==> config.mk <==
export PLATFORM = sky130hd
export DESIGN_NAME = mdio_master
export DESIGN_NICKNAME = d
export VERILOG_FILES = /design/src/rtl/mdio_master.sv
export SDC_FILE = /design/constraint.sdc
export NUM_CORES = 1
export LEC_CHECK = 0
export ABC_AREA = 1
export CORE_MARGIN = 1
export CORE_UTILIZATION = 50
export DETAILED_ROUTE_END_ITERATION = 12
export HOLD_SLACK_MARGIN = 0.1
export PLACE_DENSITY_LB_ADDON = 0.2
export SLEW_MARGIN = 20
export SYNTH_ARGS = -nofsm -noshare
export SYNTH_HDL_FRONTEND = slang
export SYNTH_SLANG_ARGS = --single-unit
==> constraint.sdc <==
create_clock -name clk -period 2.1 [get_ports clk]
set_clock_uncertainty 0.1 [all_clocks]
set_input_delay 0.63 -clock clk [delete_from_list [all_inputs] [get_ports clk]]
set_output_delay 0.63 -clock clk [all_outputs]
set_load 0.02 [all_outputs]
==> src/rtl/mdio_master.sv <==
// mdio_master: Clause 22 MDIO initiator issuing single register reads/writes from a valid/ready port
module mdio_master #(
  parameter int MDC_DIV     = 25,
  parameter bit PREAMBLE_EN = 1'b1
) (
  input  logic        clk,
  input  logic        rst_n,
  input  logic        cmd_valid,
  output logic        cmd_ready,
  input  logic        cmd_write,
  input  logic [4:0]  cmd_phy_addr,
  input  logic [4:0]  cmd_reg_addr,
  input  logic [15:0] cmd_wdata,
  output logic        rsp_valid,
  output logic [15:0] rsp_rdata,
  output logic        rsp_ta_err,
  output logic        busy,
  output logic        mdc_o,
  output logic        mdio_o,
  output logic        mdio_t,
  input  logic        mdio_i
);
  localparam int         N    = PREAMBLE_EN ? 64 : 32;
  localparam logic [7:0] HMAX = 8'(MDC_DIV - 1);
  localparam logic [5:0] BMAX = 6'(N - 1);
  localparam logic [5:0] TA1  = 6'(N - 18);
  localparam logic [5:0] TA2  = 6'(N - 17);

  typedef enum logic [1:0] {IDLE, SHIFT, DONE} state_t;

  state_t      state, state_n;
  logic [7:0]  hcnt;
  logic [5:0]  bcnt;
  logic        phase;
  logic [63:0] shreg;
  logic        rd;
  logic [14:0] rx;
  logic        ta;
  logic        s1, s2;
  logic        accept, half_end, bit_end, frame_end, sample;
  logic [31:0] frame32;
  logic [63:0] frame;

  // Released read bits (TA and DATA) are loaded as ones so mdio_o idles high while mdio_t=1
  assign frame32 = {2'b01, cmd_write ? 2'b01 : 2'b10, cmd_phy_addr, cmd_reg_addr,
                    cmd_write ? {2'b10, cmd_wdata} : 18'h3ffff};
  assign frame   = PREAMBLE_EN ? {32'hffff_ffff, frame32} : {frame32, 32'h0};

  assign cmd_ready = state == IDLE;
  assign busy      = !cmd_ready;
  assign rsp_valid = state == DONE;

  // Phase/bit boundary decode and next-state selection
  always_comb begin
    accept    = state == IDLE && cmd_valid;
    half_end  = state == SHIFT && hcnt == HMAX;
    bit_end   = half_end && phase;
    frame_end = bit_end && bcnt == BMAX;
    sample    = bit_end && rd && bcnt >= TA2;
    state_n   = state == DONE ? IDLE : accept ? SHIFT : frame_end ? DONE : state;
  end

  // State register
  always_ff @(posedge clk or negedge rst_n)
    if (!rst_n) state <= IDLE;
    else state <= state_n;

  // Two-flop synchroniser for the asynchronous MDIO pin, idling at the pull-up level
  always_ff @(posedge clk or negedge rst_n)
    if (!rst_n) {s2, s1} <= 2'b11;
    else {s2, s1} <= {s1, mdio_i};

  // MDC generation, bit serialisation, read sampling and response capture
  always_ff @(posedge clk or negedge rst_n)
    if (!rst_n) begin
      hcnt       <= '0;
      bcnt       <= '0;
      phase      <= 1'b0;
      shreg      <= '0;
      rd         <= 1'b0;
      rx         <= '0;
      ta         <= 1'b0;
      mdc_o      <= 1'b0;
      mdio_o     <= 1'b1;
      mdio_t     <= 1'b1;
      rsp_rdata  <= '0;
      rsp_ta_err <= 1'b0;
    end else if (accept) begin
      hcnt   <= '0;
      bcnt   <= '0;
      phase  <= 1'b0;
      rd     <= !cmd_write;
      mdc_o  <= 1'b0;
      mdio_o <= frame[63];
      mdio_t <= 1'b0;
      shreg  <= {frame[62:0], 1'b0};
    end else if (state == SHIFT) begin
      hcnt <= half_end ? '0 : hcnt + 8'd1;
      if (half_end) phase <= !phase;
      if (half_end && !phase) mdc_o <= 1'b1;
      if (sample && bcnt == TA2) ta <= s2;
      if (sample && bcnt != TA2) rx <= {rx[13:0], s2};
      if (frame_end) begin
        mdc_o      <= 1'b0;
        mdio_o     <= 1'b1;
        mdio_t     <= 1'b1;
        rsp_rdata  <= rd ? {rx, s2} : 16'h0;
        rsp_ta_err <= rd && ta;
      end else if (bit_end) begin
        mdc_o  <= 1'b0;
        bcnt   <= bcnt + 6'd1;
        mdio_o <= shreg[63];
        shreg  <= {shreg[62:0], 1'b0};
        mdio_t <= rd && (bcnt + 6'd1 >= TA1);
      end
    end
endmodule
# ---- Word level (Yosys, flattened, before mapping)
# Index checks and enable logic that the tools add are counted.
dict set report classes {
  add_sub_neg 2
  magnitude_cmp 2
  n_eq_ne 7
  n_mux 33
  bitwise_logic 1
  n_reduce_logical 28
}
# cell count
set op_table {}
lappend op_table {{$mux W64} 4}
lappend op_table {{$mux W6} 4}
lappend op_table {{$mux W8} 3}
lappend op_table {{$mux W17} 1}
lappend op_table {{$mux W1} 16}
lappend op_table {{$mux W16} 1}
lappend op_table {{$eq A6 B6 Y1 const B} 2}
lappend op_table {{$ge A6 B6 Y1 const B} 2}
lappend op_table {{$reduce_and A3 Y1} 4}
lappend op_table {{$logic_and A1 B1 Y1} 11}
lappend op_table {{$add A8 B1 Y8 const B} 1}
lappend op_table {{$eq A8 B5 Y1 const B} 1}
lappend op_table {{$mux W2} 4}
lappend op_table {{$add A6 B1 Y6 const B} 1}
lappend op_table {{$ne A6 B6 Y1 const B} 1}
lappend op_table {{$reduce_and A2 Y1} 3}
lappend op_table {{$reduce_bool A2 Y1} 3}
lappend op_table {{$reduce_bool A3 Y1} 2}
lappend op_table {{$reduce_bool A4 Y1} 1}
lappend op_table {{$logic_not A1 Y1} 3}
lappend op_table {{$eq A2 B1 Y1 const B} 1}
lappend op_table {{$eq A2 B2 Y1 const B} 1}
lappend op_table {{$logic_not A2 Y1} 1}
lappend op_table {{$ne A2 B2 Y1 const B} 1}
lappend op_table {{$not A1 Y1} 1}
dict set report totals {
  register_bits 120
  output_inout_bits 23
  wordCells 88
}

# ---- Logic depth before layout (Yosys ltp)
# Gate-level depths: netlist of run 1.
dict set report depth {
  ltp_word 8
  ltp_mapped 10
}

# ---- Worst setup path after synthesis of run 1
# Ideal clock, no wire load.
dict set report synth_timing {
  kind {register to register}
  start {register state[1]}
  end {register shreg[10]}
  t_arrival_ns 1.609
  path_slack_ns 0.309
  path_stages_with_launch 10
  path_buffers 2
  cell_sequence {dfrtp_1 > nor2_1 > nand2_2 > inv_1 > buf_4 > buf_2 > o21ai_0 > o21ai_0 > nand2_1 > o21ai_0}
}
dict set report synth_between {
  word_cells_on_any_way 11
  classes_between {2 x eq/ne; 1 x mux; 8 x reduce/logical}
}
# element line_no
set synth_rtl {}
lappend synth_rtl {{start, declared} 31} ;# state_t state, state_n;
lappend synth_rtl {{start signal, assigned} 66} ;# else state <= state_n;
lappend synth_rtl {{$logic_not A2 Y1 (*)} n/a}
lappend synth_rtl {{named net cmd_ready} 9} ;# output logic cmd_ready,
lappend synth_rtl {{$logic_and A1 B1 Y1 (*)} 55} ;# accept = state == IDLE && cmd_valid;
lappend synth_rtl {{$ne A2 B2 Y1 (no source line) / $reduce_bool A2 Y1 (equally long branches)} n/a}
lappend synth_rtl {{$reduce_and A3 Y1 (no source line)} n/a}
lappend synth_rtl {{end signal, assigned} 96} ;# shreg <= {frame[62:0], 1'b0};
lappend synth_rtl {{end signal, assigned} 113} ;# shreg <= {shreg[62:0], 1'b0};
lappend synth_rtl {{end, declared} 35} ;# logic [63:0] shreg;
# The timed path passes the listed nets; every way through them passes the cells marked *.
# A chain may end at the register's enable or synchronous reset.

# ---- Final worst setup path of run 1
dict set report layout_timing {
  start {register mdio_o}
  end {output port mdio_o}
}
# element line_no
set layout_rtl {}
lappend layout_rtl {{start, declared} 19} ;# output logic mdio_o,
lappend layout_rtl {{start signal, assigned} 94} ;# mdio_o <= frame[63];
lappend layout_rtl {{start signal, assigned} 112} ;# mdio_o <= shreg[63];
# No word-level cell between the ends.

==> results of run 1 <==
-- sequential cells by signal, indices dropped and copies added (netlist names) --
signal / cells
hcnt: 8
mdio_t: 1
rd: 1
state: 2
bcnt: 6
mdio_o: 1
s1: 1
shreg: 63
phase: 1
rx: 15
rsp_rdata: 16
s2: 1
mdc_o: 1
ta: 1
rsp_ta_err: 1
-- power groups by stage --
stage / clock [W] / combinational, W / sequential (W)
detailed placement: 0 / 0.00153 / 0.00317
CTS: 0.00317 / 0.00156 / 0.00314
global placement: 0 / 0.00147 / 0.00315
global route: 0.00326 / 0.00181 / 0.00321
finish: 0.00313 / 0.00156 / 0.00315
floorplan: 0 / 0.00105 / 0.00314
-- synthesized netlist by cell type (4+ instances only) --
cell / n / area [um^2]
dfstp_2: 4 / 105
nor2_1: 73 / 274
o21ai_0: 91 / 455
buf_2: 15 / 75.1
buf_6: 5 / 56.3
dfrtp_1: 115 / 2880
inv_1: 76 / 285
nand3_1: 13 / 65.1
ha_1: 4 / 50.1
clkbuf_1: 9 / 33.8
o21ai_1: 40 / 200
or2_2: 5 / 31.3
a21oi_1: 7 / 35.0
nand2_1: 135 / 507
nor3_1: 25 / 125
-- worst max path at each step --
| stage | startpoint | endpoint | cells past startpoint |
|---|---|---|---|
| final | mdio_o$_DFFE_PN1P_ | mdio_o | 1 |
| after global routing | bcnt[1]$_DFFE_PN0P_ | shreg[4]$_DFFE_PN0P_ | 8 |
| after CTS | state[0]$_DFFE_PN0P_ | cmd_ready | 2 |
| after detailed placement | cmd_valid | hcnt[5]$_DFFE_PN0P_ | 8 |
| after global placement | cmd_valid | shreg[39]$_DFFE_PN0P_ | 9 |
| after floorplan | state[1]$_DFFE_PN0P_ | shreg[10]$_DFFE_PN0P_ | 9 |
-- per-layer routing --
metal / vias to the layer above / track usage (%)
met5: - / 0
met3: 18 / 5.01
met2: 93 / 35.2
met4: 0 / 7.14
met1: 2090 / 24.7
li1: 2163 / -
-- metrics by stage --
stage | instance area (um^2) | setup slack (ns) | util [%] | power (W) | setup TNS, ns
floorplan | 5350 | 0.309 | - | 0.00419 | 0
global placement | 6090 | 0.00767 | 59.0 | 0.00462 | 0
detailed placement | 6090 | -0.0713 | 59.0 | 0.00470 | -0.0954
CTS | 6730 | 0.00196 | 65.2 | 0.00786 | 0
global route | 6790 | 0.0127 | 65.8 | 0.00828 | 0
finish | 6790 | 0.0695 | 65.8 | 0.00784 | 0
-- timing repair --
| action | 4_1_cts | 5_1_grt |
|---|---|---|
| hold endpoints to repair | 115 | 0 |
| buffers inserted | 1 | 1 |
| gates cloned | 0 | 2 |
| gates resized for setup | 37 | 8 |
| endpoints found under the setup margin | 23 | 37 |
| hold buffers | 1 | 0 |
| pin swaps | 0 | 1 |
-- kinds of logic (layout without fill, tap and decap cells) --
logic type      Yosys count  in the layout  share of synthesized area [%]
compound gates          140            140                           13.2
xor+xnor                  1              1                          0.164
flops                   119            119                           55.8
buf+inv                 113            189                           9.22
simple gates            263            264                           20.7
fa+ha+maj                 4              4                          0.936
-- final cells by class --
cell class | count | share of cell area [%]
clock buffers | 23 | 7.02
clock inverters | 8 | 2.47
inverters | 79 | 4.37
multi-input cells | 409 | 28.2
flip-flops and latches | 119 | 44.0
well taps | 136 | 2.51
repair buffers | 79 | 11.4
-- worst register-to-register path: stages (launching register included) --
cell	delay [ns]
dfrtp_1	0.38
ha_1	0.23
nand3_1	0.13
inv_2	0.14
nand2_1	0.16
nand4_4	0.18
nand2_4	0.10
clkbuf_16	0.20
o21ai_0	0.27
==> impl_metrics.py, run 1 <==
metrics = {
    "placement": {
        "dp_hpwl_um": 6520,
        "place.gp.congestion": 0.771,
        "post-place-cells": 817,
        "port_buffers": 53,
    },
    "timing": {
        "max_freq_mhz": 492,
        "min_period_ns": 2.03,
        "whs_ns": 0.267,
        "period_share_pct": 96.7,
        "rsz0062_at_grt": "no",
        "max-slew-margin-rel_pct": 74.7,
        "hold_viol_final": 0,
        "final-max-slew-violation-count": 0,
        "tightestPinTransition_ns": 0.379,
        "setup_viol": 0,
    },
    "hold_path": {
        "hp-start": "s1$_DFF_PN1_",
        "min_path_type": "flop to flop",
        "holdPathStages": 0,
        "min_to": "s2$_DFF_PN1_",
    },
    "synth": {
        "syn_area_um2": 5350,
        "ys_ff_latch": 119,
        "ys_warn_count": 0,
        "synth_edf_count": 0,
        "syn_nets": 675,
        "synth-main-ff-cell": "dfrtp_1",
        "synth_seq_area_share_pct": 55.8,
        "avgSynthCellArea_um2": 8.35,
        "async_reset_ff_share_pct": 100,
        "synth_cell_types": 30,
        "synth_cells": 640,
    },
    "drt": {
        "ant_nets": 0,
        "drc": 0,
        "viasPerCell": 5.12,
        "highest_layer": "met4",
        "drtPass1Iterations": 5,
        "vias": 4364,
        "wirelength_um": 10600,
        "routed-wl-met3_um": 361,
        "drt_iter0_drc": 281,
        "wl_met1_um": 4870,
        "wl_met2_um": 5190,
        "wl_per_cell_um": 12.4,
    },
    "clocking": {
        "clkSinkCount": 119,
        "cts_tree": "built",
        "cts_root_buf": "clkbuf_8",
        "path_clk_slew_ns": 0.05,
        "clk_latency_ns": 0.51,
        "cts_made_buffers": 17,
        "cts_htree_levels": 4,
        "cts_buffer_depth": 2,
    },
    "floorplan": {
        "die_x_um": 105,
        "die-area_um2": 11100,
        "fp.dieH_um": 105,
        "pin_count": 54,
        "start_util_pct": 51.8,
        "rows": 37,
        "coreArea_um2": 10300,
    },
    "critical_path": {
        "worstPathRequired_ns": 1.37,
        "crit_path_max_incr_delay_ns": 0.54,
        "cp_top_family": "flip-flops",
        "arrival_ns": 1.30,
        "critPathSlowestCell": "dfstp_2",
        "worstPathMaxFanout": 2,
        "r2r_slack_ns": 0.10,
        "start_kind": "flop",
        "crit_buf_inv": 1,
        "ff2ff_path_depth": 8,
        "path_cells": "clkdlybuf4s15_2",
        "r2r_start": "bcnt[1]$_DFFE_PN0P_",
        "worstSetupEndpointType": "primary output",
        "crit_type": "flop to primary output",
        "worstReg2RegEnd": "shreg[4]$_DFFE_PN0P_",
    },
    "pwr": {
        "seqPwrFrac_pct": 40.2,
        "p_comb_share_pct": 19.9,
        "p_clk_share_pct": 39.9,
        "p_switching_w": 0.00217,
        "internal_power_w": 0.00568,
        "p_leak_nw": 3.01,
        "ir_drop_mv": 0.511,
        "pwr_density_cell_nw_per_um2": 1160,
        "switching_share_pct": 27.6,
    },
    "layout": {
        "final.fill_count": 846,
        "final_cell_mix": "135 x nand2_1, 114 x dfrtp_1, 91 x o21ai_0, 74 x inv_1, 71 x nor2_1",
        "ff_latch_area_um2": 2980,
        "final_cells": 853,
        "final_nets": 740,
        "syn_to_final_growth_pct": 27.0,
        "final_common_cell": "nand2_1",
        "multi_input_area_um2": 1920,
        "antennaDiodeCount": 0,
        "layout-drive-gt1-share_pct": 11.9,
    },
    "global_route": {
        "grt_overflow": 0,
        "grt_max_degree": 62,
        "antenna_found_initial": 0,
        "track_usage_pct": 20.3,
        "grt_pass1_vias": 4195,
        "grt_pass1_wl_um": 18100,
    },
    "job": {
        "max-cap-violations": 0,
    },
    "run_status": {
        "status": "finished clean",
    },
}
No activity file was read; power rests on OpenSTA's default activity.
==> run 2: changes to the inputs <==
GPL_ROUTABILITY_DRIVEN = 0   (was unset)
==> results of run 2 <==
The final DEF is identical to that of run 1; final timing and power are the same.
==> run 3: changes to the inputs <==
ABC_AREA = 0   (was 1)
==> run 3 against run 2 <==
  * Sequential power is 7.9% lower
  * Combinational power fell by 33%
  * Non-clock buffer count rose by 24
  * Register-to-register slack barely moved
  * Die area rose by 2.4%
  * Clock-buffer cell count shrank 5
  * Via count increased by 2.1%
  * First-iteration DRC count decreased by 2.8%
  * Total power decreased by 14%
  * Critical path type unchanged
  * Largest cell class unchanged
==> impl_metrics.py, run 3 <==
metrics = {
    "global_route": {
        "grt_pass1_wl_um": 21400,
        "grtUsageMet3_pct": 5.78,
        "antenna_found_initial": 0,
        "track_usage_pct": 24.1,
        "grt_max_degree": 46,
        "top_usage_layer": "met2",
        "met1_usage_pct": 32.0,
        "grt_overflow": 0,
        "met2_usage_pct": 38.7,
        "grt_pass1_vias": 4324,
    },
    "floorplan": {
        "die-area_um2": 11400,
        "rows": 37,
        "fp.dieH_um": 107,
        "pin_count": 54,
        "coreArea_um2": 10500,
        "start_util_pct": 52.4,
        "die_x_um": 107,
    },
    "critical_path": {
        "arrival_ns": 1.34,
        "crit_type": "flop to primary output",
        "worstPathMaxFanout": 2,
        "start_kind": "flop",
        "r2r_slack_ns": 0.09,
        "worstPathRequired_ns": 1.37,
        "critPathSlowestCell": "dfrtp_1",
        "crit_buf_inv": 2,
        "crit_path_max_incr_delay_ns": 0.40,
        "cp_top_family": "flip-flops",
        "path_cells": "or2_4, inv_2, buf_6",
        "worstSetupEndpointType": "primary output",
    },
    "clocking": {
        "cts_made_buffers": 17,
        "clkSinkCount": 119,
        "clk_latency_ns": 0.53,
        "cts_htree_levels": 4,
        "cts_tree": "built",
        "path_clk_slew_ns": 0.06,
        "cts_buffer_depth": 2,
        "cts_root_buf": "clkbuf_8",
    },
    "layout": {
        "final_nets": 646,
        "final_cell_mix": "115 x dfrtp_1, 87 x nand3_1, 79 x o21ai_0, 36 x buf_4",
        "layout-drive-gt1-share_pct": 21.5,
        "multi_input_area_um2": 2170,
        "max_flop_register": "shreg",
        "final.fill_count": 843,
        "ff_latch_area_um2": 2980,
        "post-route-util_pct": 67.0,
        "largest_reg_flops": 63,
        "syn_to_final_growth_pct": 27.9,
        "final_common_cell": "dfrtp_1",
        "top_regs": "shreg x63, rsp_rdata x16, rx x15",
        "antennaDiodeCount": 0,
    },
    "drt": {
        "drc": 0,
        "drtPass1Iterations": 4,
        "wirelength_um": 13000,
        "viasPerCell": 5.86,
        "ant_nets": 0,
        "wl_per_cell_um": 17.1,
        "vias": 4457,
        "drt_iter0_drc": 273,
    },
    "synth": {
        "synth_cells": 537,
        "synth_top_area_cell": "dfrtp_1",
        "syn_nets": 572,
        "synth_area_leaders": "dfrtp_1 53%, nand3_1 8.0%, o21ai_0 7.3%",
        "ys_ff_latch": 119,
        "synth-main-ff-cell": "dfrtp_1",
        "ys_warn_count": 0,
        "synth_edf_count": 0,
        "synth_common_cells": "115 x dfrtp_1, 88 x nand3_1, 80 x o21ai_0, 30 x nand2_1, 25 x clkbuf_1",
        "syn_area_um2": 5480,
        "synth_seq_area_share_pct": 54.4,
        "avgSynthCellArea_um2": 10.2,
        "synth_cell_types": 62,
        "async_reset_ff_share_pct": 100,
        "synth_top_area_share_pct": 52.5,
        "synth_most_common_cell": "dfrtp_1",
    },
    "pwr": {
        "seqPwrFrac_pct": 43.1,
        "p_comb_share_pct": 15.5,
        "switching_share_pct": 27.5,
        "p_clk_share_pct": 41.4,
        "p_switching_w": 0.00185,
        "p_total_w": 0.00674,
        "internal_power_w": 0.00488,
        "pwr_density_cell_nw_per_um2": 961,
        "ir_drop_mv": 0.729,
        "p_leak_nw": 2.89,
    },
    "timing": {
        "worst_slack_ns": 0.0265,
        "period_share_pct": 98.7,
        "hold_viol_final": 0,
        "setup_viol": 0,
        "max_freq_mhz": 482,
        "rsz0062_at_grt": "yes",
        "tightestPinTransition_ns": 0.434,
        "whs_ns": 0.256,
        "tns_ns": 0,
        "final-max-slew-violation-count": 0,
        "max-slew-margin-rel_pct": 71.0,
        "min_period_ns": 2.07,
    },
    "placement": {
        "dp_hpwl_um": 7830,
        "dp_worst_setup_slack_ns": -0.248,
        "port_buffers": 53,
    },
    "hold_path": {
        "min_path_type": "flop to flop",
    },
    "job": {
        "max-cap-violations": 0,
    },
    "run_status": {
        "status": "finished clean",
    },
}
==> run 3: changes by cell type after synthesis, moves of 11 or more <==
| cell | previous run | this run |
|---|---|---|
| nor2_1 | 73 | 22 |
| nand3_1 | 13 | 88 |
| mux2_2 | 0 | 16 |
| nor3_1 | 25 | 9 |
| nand2_1 | 135 | 30 |
| o21ai_1 | 40 | 2 |
| inv_1 | 76 | 20 |
| clkbuf_1 | 9 | 25 |
| o21ai_0 | 91 | 80 |
==> run 3: layer usage <==
layer | wire, um | vias to the layer above
met4 | 225 | 0
met2 | 6310 | 124
met3 | 634 | 23
met5 | 0 | -
li1 | - | 2082
met1 | 5790 | 2228
==> run 3: kinds of logic (layout without fill, tap and decap cells) <==
kind of cell    Yosys count  after routing  share of synthesized area (%)
mux                      20             20                           4.04
compound gates          148            148                           16.9
buf+inv                  68            155                           6.26
simple gates            174            174                           16.8
xor+xnor                  4              4                          0.639
flops                   119            119                           54.4
fa+ha+maj                 4              4                          0.913
==> run 3: worst paths after layout <==
check                                     start                    end  cells after the start
max                        state[1]$_DFFE_PN0P_              cmd_ready                      3
min                                s1$_DFF_PN1_           s2$_DFF_PN1_                      0
max reg2reg                 bcnt[1]$_DFFE_PN0P_  shreg[14]$_DFFE_PN0P_                      6
min reg2reg                        s1$_DFF_PN1_           s2$_DFF_PN1_                      0
max in group asynchronous                 rst_n   shreg[4]$_DFFE_PN0P_                      3
min in group asynchronous                 rst_n   shreg[1]$_DFFE_PN0P_                      2
==> run 3: area by class of cell <==
class	count	area share [%]
clock buffers	18	5.96
clock inverters	14	2.18
inverters	20	1.07
multi-input cells	350	30.9
flip-flops and latches	119	42.6
well taps	136	2.43
repair buffers	103	14.9
==> run 3: power by group through the flow <==
stage	clock (W)	combinational, W	sequential, W
after CTS	0.00282	0.00104	0.00290
after detailed placement	0	0.00103	0.00292
after floorplan	0	0.000662	0.00288
after global placement	0	0.000984	0.00292
final	0.00279	0.00104	0.00290
after global routing	0.00294	0.00116	0.00294
==> run 3: what timing repair did <==
action	4_1_cts	5_1_grt
buffers inserted	0	9
hold endpoints to repair	21	0
setup endpoints to repair	23	79
gates resized for setup	44	7
gates cloned	0	0
pin swaps	1	1
hold buffers	1	0
==> run 3: per-stage QoR <==
stage          std cells  cell area [um^2]
2_1_floorplan        537              5480
3_3_place_gp         718              6360
3_5_place_dp         718              6360
4_1_cts              751              6940
5_1_grt              760              7010
6_report             760              7010
==> run 3: worst reg2reg max path, stage by stage, from the launching register on <==
cell and delay [ns]:
dfrtp_1 0.44, ha_2 0.25, and3_4 0.23, and3_4 0.31, buf_12 0.22, o21ai_0 0.13, a31oi_1 0.23
==> patch: new RTL, settings of run 3 <==
Change the parameter `PREAMBLE_EN` from 1'b1 to 1'b0.
--- a/src/rtl/mdio_master.sv
+++ b/src/rtl/mdio_master.sv
@@ -2,5 +2,5 @@
 module mdio_master #(
   parameter int MDC_DIV     = 25,
-  parameter bit PREAMBLE_EN = 1'b1
+  parameter bit PREAMBLE_EN = 1'b0
 ) (
   input  logic        clk,
Check against the original RTL: not equivalent (a bounded check fails within 4 cycles, from zero or initial values and one cycle with rst_n low).
==> patch against run 3 <==
- area after synthesis shrank 28%
- largest cell class unchanged
- sequential share of layout area grew 0.86 points
- routed wire length shrank 44%
- largest power group unchanged
- power shrank 31%
- global-route usage shrank 4.4 points
- synthesized cell count shrank 27%
- design area shrank 28%
- sequential cell count shrank 32
- critical endpoint is now rx[5]$_DFFE_PN0P_
- hold slack gained 0.0025 ns
- critical path depth grew 4
- via count shrank 34%
- non-clock buffer count shrank 26
- setup slack gained 0.011 ns
==> patch: results (changes against run 3) <==
Global route
  • First-pass GRT wire length: 13,100 um (was 21,400 um)
  • Via count of the first global-routing pass: 2,877 (was 4,324)
  • Total routing resource utilization after global routing: 0.197 (was 0.241)
  • Pin count of the biggest net entering global routing: 49 (was 46)

Clock tree
  • Later-pin clock latency in the skew report: 0.35 ns (was 0.53 ns)
  • H-tree depth reported by CTS: 3 (was 4)
  • Clock transition time at the flip-flop clock pins of the worst setup and hold paths: 0.09 ns (was 0.06 ns)

STA
  • Normalized max-slew margin: 0.737 (was 0.710)
  • Worst hold margin: 0.259 ns (was 0.256 ns)

Synthesis
  • Unique masters post-synth: 41 (was 62)
  • Synth top cells by count: sky130_fd_sc_hd__nand2_1, sky130_fd_sc_hd__dfrtp_1, sky130_fd_sc_hd__o21ai_0 (was sky130_fd_sc_hd__dfrtp_1, sky130_fd_sc_hd__nand3_1, sky130_fd_sc_hd__o21ai_0)
  • Flip-flop cell with the highest count after synthesis: sky130_fd_sc_hd__dfrtp_1 (unchanged)
  • Synthesis warning total: 0 (unchanged)
  • Leading post-synthesis cells by cell area: sky130_fd_sc_hd__dfrtp_1, sky130_fd_sc_hd__o21ai_0, sky130_fd_sc_hd__nand2_1 (was sky130_fd_sc_hd__dfrtp_1, sky130_fd_sc_hd__nand3_1, sky130_fd_sc_hd__o21ai_0)
  • Sequential-to-total area share from yosys stat: 0.550 (was 0.544)

Layout
  • FILL cells: 646 (was 843)
  • Layout cell share with drive strength beyond 1: 0.147 (was 0.215)
  • Number of nets in the final layout: 493 (was 646)
  • Leading registers by flop count: shreg: 31 flops, rsp_rdata: 16 flops, rx: 15 flops (was shreg: 63 flops, rsp_rdata: 16 flops, rx: 15 flops)

Worst hold path
  • Start point of the worst min-delay path: s1$_DFF_PN1_ (unchanged)

Status
  • Result of the run: finished clean (unchanged)

Setup path
  • R2r setup slk: 0.04 ns (was 0.09 ns)
  • CP Data Arrival Time: 2.21 ns (was 1.34 ns)
  • Critical path fanouts, max: 15 (was 2)
  • Source of the critical timing path: hcnt[0]$_DFFE_PN0P_ (was state[1]$_DFFE_PN0P_)
  • Kind of cell adding the most delay to the critical path: simple AND/OR/NAND/NOR gates (was flip-flops)

Route
  • Number of vias per cell: 5.21 (was 5.86)
  • Number of DRC violations after detailed-routing iteration 0: 118 (was 273)
  • Routed length per instance: 12.8 um (was 17.1 um)

Pwr
  • Highest ir drop seen on vdd: 0.405 mV (was 0.729 mV)
  • Lkg Pwr: 2.32 nW (was 2.89 nW)

Placed design
  • Sum of net half-perimeters after detailed placement: 5030 um (was 7830 um)
-- patch: changes by cell type after synthesis, sizes merged, moves of 12 or more --
cell,change
nand3,-83
clkbuf,-16
nand3b,+16
dfrtp,-32
nand2,+54
inv,-12
-- patch: cell type report --
cell class,count,area (sq um),share of cell area
Clock buffer,10,128,0.0254
Clock inverter,6,118,0.0234
Inverter,8,30.0,0.00598
Multi-Input combinational cell,275,1650,0.329
Sequential cell,87,2180,0.434
Tap cell,102,128,0.0254
Timing Repair Buffer,77,787,0.157
-- patch: metrics by stage --
stage	setup TNS (ns)	instance area [sq um]	util	cells	setup WS [ns]
floorplan	-0.335	3970	-	392	-0.0335
global placement	-0.00310	4740	0.617	547	-0.00310
detailed placement	-0.443	4740	0.617	547	-0.0476
CTS	0	4990	0.649	564	0.00552
global route	-1.04	5020	0.654	565	-0.0828
finish	0	5020	0.654	565	0.0376
-- patch: what timing repair did --
item                                    CTS  global route
pin swaps                                 0             0
buffers inserted                          0             1
hold buffers                              1             0
cloned                                    0             0
resized for setup                         7             9
endpoints found under the setup margin    6            25
endpoints found under the hold margin     6             0
-- patch: power by group --
part / internal (mW) / switching (mW)
clock network: 0.801 / 0.607
registers: 2.04 / 0.249
logic: 0.488 / 0.488
-- patch: cells by family (layout without fill, tap and decap cells) --
group	Yosys count	in the layout	share of synthesized area
xor+xnor	6	6	0.0132
flops	87	87	0.550
simple gates	145	145	0.181
buf+inv	30	101	0.0362
mux	30	30	0.0838
fa+ha+maj	4	4	0.0126
compound gates	90	90	0.123
-- patch: per-layer routing --
layer	track usage	wire, um	up-vias
met1	0.263	3470	1400
met4	0.0675	88	0
met5	0	0	-
met3	0.0427	268	8
li1	-	-	1475
met2	0.318	3380	61
